File: config.mk
export PLATFORM = sky130hd
export DESIGN_NAME = piezo_arb
export DESIGN_NICKNAME = d
export VERILOG_FILES = /design/src/rtl/piezo_arb.sv
export SDC_FILE = /design/constraint.sdc
export NUM_CORES = 1
export LEC_CHECK = 0
export CORE_MARGIN = 3
export CORE_UTILIZATION = 45
export DETAILED_ROUTE_END_ITERATION = 6
export SYNTH_ARGS = -nofsm -noshare
export SYNTH_HDL_FRONTEND = slang
export SYNTH_SLANG_ARGS = --single-unit
export TNS_END_PERCENT = 1
File: constraint.sdc
create_clock -name clk -period 3.3 [get_ports clk]
set_input_delay 0.33 -clock clk [delete_from_list [all_inputs] [get_ports clk]]
set_output_delay 0.33 -clock clk [all_outputs]
set_load 0.02 [all_outputs]
File: src/rtl/piezo_arb.sv
// rtl/piezo_arb.sv - priority arbiter granting one piezo tune player at a time
// Latches request pulses, plays the highest one, enforces a silent gap and a play watchdog.
module piezo_arb #(
    parameter int GAP_CYC     = 2500000,
    parameter int TIMEOUT_CYC = 4194304
) (
    input  logic       clk,
    input  logic       rst,
    input  logic [2:0] req,
    input  logic       play_done,
    output logic       play_go,
    output logic [1:0] play_sel,
    output logic       play_abort,
    output logic       piezo_en,
    output logic [2:0] pending,
    output logic       busy,
    output logic       timeout_err
);

    localparam int GW = (GAP_CYC > 1) ? $clog2(GAP_CYC) : 1;
    localparam int WW = (TIMEOUT_CYC > 1) ? $clog2(TIMEOUT_CYC) : 1;
    localparam logic [GW-1:0] GAP_LAST = GW'(GAP_CYC - 1);
    localparam logic [WW-1:0] WD_LAST  = WW'(TIMEOUT_CYC - 1);

    typedef enum logic [2:0] {
        S_IDLE  = 3'd0,
        S_GO    = 3'd1,
        S_PLAY  = 3'd2,
        S_ABORT = 3'd3,
        S_GAP   = 3'd4
    } state_t;

    state_t          state_q, state_d;
    logic [2:0]      pending_q, pending_d;
    logic [1:0]      sel_q, sel_d;
    logic [GW-1:0]   gap_q, gap_d;
    logic [WW-1:0]   wd_q, wd_d;
    logic            terr_q, terr_d;

    logic [1:0]      top_sel;
    logic [2:0]      pending_clr;
    logic            wd_expired;
    logic            preempt;

    assign top_sel    = pending_q[2] ? 2'd2 : (pending_q[1] ? 2'd1 : 2'd0);
    assign wd_expired = (wd_q == WD_LAST);
    // Only the alarm may cut a tune short, and never another alarm.
    assign preempt    = pending_q[2] && !sel_q[1];

    always_ff @(posedge clk or posedge rst) begin
        if (rst) begin
            state_q   <= S_IDLE;
            pending_q <= 3'b000;
            sel_q     <= 2'b11;
            gap_q     <= '0;
            wd_q      <= '0;
            terr_q    <= 1'b0;
        end else begin
            state_q   <= state_d;
            pending_q <= pending_d;
            sel_q     <= sel_d;
            gap_q     <= gap_d;
            wd_q      <= wd_d;
            terr_q    <= terr_d;
        end
    end

    always_comb begin
        state_d = state_q;
        case (state_q)
            S_IDLE:  if (pending_q != 3'b000) state_d = S_GO;
            S_GO:    state_d = S_PLAY;
            S_PLAY: begin
                if (play_done)       state_d = S_GAP;
                else if (wd_expired) state_d = S_ABORT;
                else if (preempt)    state_d = S_ABORT;
            end
            S_ABORT: state_d = S_GAP;
            S_GAP:   if (gap_q == GAP_LAST) state_d = S_IDLE;
            default: state_d = S_IDLE;
        endcase
    end

    always_comb begin
        pending_clr = 3'b000;
        if (state_q == S_GO) pending_clr = 3'b001 << sel_q;
        // A new request in the clearing cycle survives the clear.
        pending_d = (pending_q & ~pending_clr) | req;

        sel_d = sel_q;
        if (state_q == S_IDLE) sel_d = (pending_q != 3'b000) ? top_sel : 2'b11;

        gap_d = '0;
        if (state_q == S_GAP && gap_q != GAP_LAST) gap_d = gap_q + 1'b1;

        wd_d = wd_q;
        if (state_q == S_GO)   wd_d = '0;
        if (state_q == S_PLAY) wd_d = wd_q + 1'b1;

        terr_d = terr_q | (state_q == S_PLAY && !play_done && wd_expired);
    end

    always_comb begin
        play_go     = (state_q == S_GO);
        play_abort  = (state_q == S_ABORT);
        piezo_en    = (state_q == S_PLAY);
        busy        = (state_q != S_IDLE);
        play_sel    = (state_q == S_GO || state_q == S_PLAY || state_q == S_ABORT) ? sel_q : 2'b11;
        pending     = pending_q;
        timeout_err = terr_q;
    end

endmodule

==> impl_results.md, run 1 <==
- Setup CP Type: flop to output pin
- CP Max Fanout: 21
- Routed vias/inst: 5.60
- Clk pin slew, worst setup/hold paths: 0.10 ns
- CTS-repair resized insts: 0
- TritonCTS clock tree: built
- Status: completed
- GP Congestion: 0.737
- Die footprint: 6920 sq um
- Chip height: 83.2 um
- DRT antenna net count: 0
- Post-Synth XOR/XNOR Area: 4.25%
- Internal power: 0.00117 W
- Arrival @ worst endpoint: 2.28 ns
- Initial antenna violation count: 0
- # rows: 27
- Maximum VDD drop: 0.571 mV
- Largest family of logic cells by synthesized area: simple AND/OR/NAND/NOR gates
- Inst Count DP: 354
- RSZ-0062 raised after global routing: no
- Nets: 297
- Final wirelength: 5450 um
- Maxcap violations: 0
- Num CTS Buffers: 5
- Synth Flop Type: dfrtp_1
- Compound-gate portion of the synthesized area: 11.7%
- Yosys warning total: 0
- Seq/Total Area, Yosys: 49.6%
- R2r startpoint: state_q[0]
- Fin util: 53.7%
- Cts hold-fix bufs: 0
- Final Hold Vio Count: 0
- Clock skew: 0.0110 ns
- CTS Sinks: 53
- Final setup fails: 0
- Flop pwr share: 46.0%
- Final worst path period need: 2.61 ns
- Logic pwr share: 23.7%
- Postcts setup bufs: 0
- Ant. Diodes: 0
- Power density over cell area: 561 nW/um^2
- Starting Density: 47.5%
- Cells after Synth: 275
- Synth unique cells: 41
- Dpl hpwl: 3730 um
- Clock insertion delay at the later pin of the skew report: 0.30 ns
- Syn_area_per_cell: 9.75 sq um
- Chip width: 83.2 um
- Worst Reg-to-Reg Cells: 4
- Hold Path Class: primary input to async pin
- Number of flops mapped to enable cells by yosys: 0
- Synth async-reset ratio: 100%
- Fraction of the mapped netlist area in simple logic gates: 27.0%
- Total power: 0.00170 W
- DR iter-0 viols: 165
- Boundary Pins: 16
- Drt pass-1 iters: 4
- Root Driver: clkbuf_8
- R2r endpoint: wd_q[18]
- Post-route DRC: 0
- Area grow syn2layout: 12.9%
- Pin count of the biggest net entering global routing: 31
- Worst-margin pin slew: 0.632 ns
- Clk pwr share: 30.3%
- Slew margin rel.: 57.8%
- Max Freq: 383 MHz
- Reg-to-reg slack, setup: 1.21 ns
- GRT Residual Overflow: 0
- Switching Share: 30.9%
- Max-slew violation count: 0
- NetSw: 0.000524 W
- Mux contribution to synthesized area: 3.78%
- Cell area after synthesis: 2680 sq um
- GRT Total Usage: 16.6%
- Synth Area in Adders: 0.933%
- Leak Pwr: 1.24 nW
- Layout cell share with drive strength beyond 1: 6.90%
- Layout Cells excl Fill: 362
- Crit share post-route: 79.1%
- Type of origin of the critical path: flop
- Clock Path Buffers: 2
- Flop and latch count out of synthesis: 53
- IO Port Bufs: 15
- Syn nets: 283
- Setup tns final: 0 ns
- WL per Instance: 15.1 um
- First-pass GRT wire length: 9620 um
- Area of the core: 5640 sq um
- Filler Cells Inserted: 513
- Critical Path RT: 2.97 ns
- Via count: 2027
- Critical path capture point type: output pin
- H-tree levels: 2
- Vias in the first global route: 1964
-- cells in the final DEF, fill, tap and decap left out, types with 3 or more instances in the layout --
cell | netlist | routed
dfrtp_1 | 51 | 51
and2_1 | 4 | 4
xor2_1 | 12 | 12
o21ai_0 | 14 | 14
nand4_1 | 15 | 15
a21oi_1 | 10 | 10
o211ai_1 | 8 | 8
clkbuf_8 | 0 | 5
or3_1 | 7 | 7
o31ai_1 | 11 | 11
nor2_1 | 24 | 24
or4_1 | 5 | 5
nor4b_1 | 3 | 3
nor3_1 | 4 | 4
inv_1 | 9 | 8
nand3_1 | 11 | 11
clkdlybuf4s50_1 | 0 | 15
and3_1 | 5 | 5
mux2i_1 | 9 | 9
nand2_1 | 29 | 29
and4_1 | 7 | 7
-- metal layers --
layer  share of wire (%)  track usage (%)  vias to the layer above
met5                   0                0                        -
met3                 2.7             3.17                        2
met4                0.55             3.57                        0
met1                  53             26.6                      977
met2                  43             23.0                       18
li1                    -                -                     1030
-- synthesized netlist by cell type (all sizes together), types with 2 or more instances --
cell	instances	area (sq um)
a21oi	10	50.1
nor4	2	12.5
and2	4	25.0
o211ai	8	60.1
nor4b	3	26.3
or3	8	55.1
ha	2	25.0
nand2	29	109
a21o	2	15.0
buf	4	20.0
or3b	2	17.5
and4	7	61.3
nor3	6	40.0
mux2i	9	90.1
or4	5	37.5
and4b	2	20.0
nand3	11	55.1
o21ai	14	70.1
dfrtp	51	1280
nor2	24	90.1
and3	5	31.3
nor2b	2	12.5
dfstp	2	52.6
clkbuf	6	22.5
xor2	12	105
nand4	16	106
inv	9	33.8
o31ai	11	82.6
-- worst max-delay path, cell delays in order (launching register included) --
cell             delay (ns)
dfrtp_1                0.46
or3b_2                 0.72
inv_1                  0.18
clkdlybuf4s50_1        0.62
-- stage by stage --
| stage | setup slack (ns) | instance area [sq um] | hold WS, ns |
|---|---|---|---|
| after floorplan | 1.53 | 2680 | 0.422 |
| after global placement | 1.06 | 2890 | 0.446 |
| after detailed placement | 1.02 | 2890 | 0.447 |
| after CTS | 0.667 | 3030 | 0.451 |
| after global routing | 0.581 | 3030 | 0.471 |
| final | 0.689 | 3030 | 0.427 |
-- state kept, by name, summed over array words and instances, names as in the netlist --
signal / cells
gap_q: 22
pending: 3
sel_q: 2
state_q: 3
timeout_err: 1
wd_q: 22
-- layout make-up --
cell class | instances | area (sq um) | share of cell area [%]
Clock buffer | 5 | 68.8 | 2.27
Timing Repair Buffer | 17 | 165 | 5.45
Inverter | 9 | 33.8 | 1.12
Multi-Input combinational cell | 203 | 1280 | 42.1
Clock inverter | 3 | 65.1 | 2.15
Sequential cell | 53 | 1330 | 43.9
Tap cell | 72 | 90.1 | 2.98
-- power by group through the flow --
stage	combinational (W)	clock [W]	sequential (W)
6_report	0.000403	0.000514	0.000781
4_1_cts	0.000411	0.000534	0.000781
3_5_place_dp	0.000409	0	0.000792
3_3_place_gp	0.000411	0	0.000793
5_1_grt	0.000454	0.000561	0.000793
2_1_floorplan	0.000264	0	0.000780
-- how the worst max path moves through the flow --
stage                     depth (start not counted)  startpoint        to
after floorplan                                   5  state_q[0]  wd_q[18]
after global placement                            3  state_q[1]   play_go
after detailed placement                          3  state_q[1]   play_go
after CTS                                         3  state_q[1]   play_go
after global routing                              3  state_q[1]   play_go
final                                             3  state_q[1]   play_go
-- logic make-up (layout without fill, tap and decap cells) --
kind of cell,Yosys count,in the layout
multiplexers,10,10
adder cells (fa/ha/maj),2,2
AO/OA/AOI/OAI,49,49
buffers and inverters,19,34
XOR/XNOR,13,13
AND/OR/NAND/NOR,129,129
flip-flops,53,53
No activity file was read; power rests on OpenSTA's default activity.
==> run 2: changes to the inputs <==
PLACE_DENSITY = 0.66   (was not set)
clock period = 2.35 ns   (was 3.3 ns; I/O delays follow)
==> run 2 against run 1 <==
Against the previous run: clock skew up 0.0028 ns; sequential power up 40%; clock power is 27% higher; worst setup slack worse by 0.57 ns; critical endpoint is now piezo_en; largest cell class unchanged.
==> impl_results.md, run 2 (synthesis gave the netlist of run 1 again) <==
- Worst-margin pin slew: 0.485 ns
- Critical Path RT: 2.12 ns
- Reg-to-reg slack, setup: 0.36 ns
- Slew margin rel.: 67.4%
- Via count: 2054
- Worst path cell trace: or3b_1 -> inv_1 -> clkdlybuf4s50_1
- Clk pin slew, worst setup/hold paths: 0.11 ns
- Setup CP Type: flop to output pin
- GRT Total Usage: 16.6%
- IO Port Bufs: 15
- Buf/Inv on CP: 2
- Final worst path period need: 2.24 ns
- Critical path capture point type: output pin
- Dpl hpwl: 3810 um
- Hold Path Class: primary input to async pin
- TritonCTS clock tree: built
- Power density over cell area: 768 nW/um^2
- Total power: 0.00234 W
- Postcts setup bufs: 0
- Arrival @ worst endpoint: 2.00 ns
- GP Congestion: 0.841
- Status: completed
- DRT antenna net count: 0
- Routed vias/inst: 5.63
- CTS-repair resized insts: 0
- Die footprint: 6920 sq um
- Chip width: 83.2 um
- Multi-input logic area: 1280 sq um
- Min Hold Slack: 0.203 ns
- Commonest non-fill, non-tap cell in the layout: dfrtp_1
- Area of the core: 5640 sq um
- CTS Sinks: 53
- Pin count of the biggest net entering global routing: 40
- Reg area: 1330 sq um
- Maximum VDD drop: 0.590 mV
- Inst Count DP: 357
- Nets: 300
- Largest regs: gap_q: 22 flops, wd_q: 22 flops
- Boundary Pins: 16
- Maxcap violations: 0
- Largest delay contributor family on the critical path: buffers and inverters
- Most frequent cells in the layout: dfrtp_1 (51), nand2_1 (29), nor2_1 (24), nand4_1 (15), clkdlybuf4s50_1 (15)
- Num CTS Buffers: 5
- First-pass GRT wire length: 9450 um
- CP max-delay cell: clkdlybuf4s50_1
- Max-slew violation count: 0
- Layout cell share with drive strength beyond 1: 7.85%
- Clock Path Buffers: 2
- Type of origin of the critical path: flop
- CP Max Fanout: 9
- RSZ-0062 raised after global routing: no
- WL per Instance: 14.9 um
- # rows: 27
- Crit path largest cell delay: 0.62 ns
- Cts hold-fix bufs: 0
- Layout Cells excl Fill: 365
- GRT Residual Overflow: 0
- Starting Density: 47.5%
- Drt pass-1 iters: 4
- R2r startpoint: state_q[2]
- Leak Pwr: 1.25 nW
- Max Freq: 447 MHz
- Root Driver: clkbuf_8
- Crit share post-route: 95.1%
- Worst Reg-to-Reg Cells: 4
- Post-route DRC: 0
- DR iter-0 viols: 109
- Chip height: 83.2 um
- Filler Cells Inserted: 515
- Clock skew: 0.0138 ns
- Final setup fails: 0
- Setup tns final: 0 ns
- Clock insertion delay at the later pin of the skew report: 0.31 ns
- Final Hold Vio Count: 0
- R2r endpoint: wd_q[12]
- Initial antenna violation count: 0
- Fin util: 54.0%
- H-tree levels: 2
- Final wirelength: 5440 um
- Ant. Diodes: 0
- Vias in the first global route: 1955
- Area grow syn2layout: 13.7%
[run 2: cell count changes in the layout (fill, tap and decap cells not counted), sizes merged]
cell,previous run,this run
clkinvlp,0,1
clkinv,1,0
buf,2,5
clkbuf,5,6
bufinv,2,1
[run 2: routing by layer]
layer | vias up | part of all wire, % | GRT usage, %
li1 | 1044 | - | -
met1 | 975 | 50 | 24.3
met2 | 33 | 47 | 24.9
met3 | 2 | 2.8 | 3.47
met4 | 0 | 0.46 | 4.90
met5 | - | 0 | 0
[run 2: worst max-delay path by stage]
stage	startpoint	end	slack [ns]	cells past startpoint
global route	state_q[0]	piezo_en	0.03	3
detailed placement	state_q[2]	wd_q[18]	0.38	4
finish	state_q[2]	piezo_en	0.11	3
global placement	state_q[0]	wd_q[18]	0.42	4
CTS	state_q[2]	piezo_en	0.11	3
floorplan	state_q[0]	wd_q[18]	0.58	5
[run 2: final cells by class]
class	instances	share of cell area [%]
timing repair buffer	20	6.57
tap	72	2.95
multi-input combinational	203	41.9
clock inverter	2	1.23
inverter	9	1.11
clock buffer	6	2.71
sequential	53	43.6
[run 2: per-stage QoR]
stage / cell area, sq um / worst slack [ns]
after floorplan: 2680 / 0.580
after global placement: 2930 / 0.422
after detailed placement: 2930 / 0.381
after CTS: 3050 / 0.111
after global routing: 3050 / 0.0317
final: 3050 / 0.115
[run 2: power breakdown]
group,internal [W],switching [W]
Clock,0.000347,0.000304
Combinational,0.000249,0.000347
Sequential,0.000995,0.0000990
Total,0.00159,0.000750
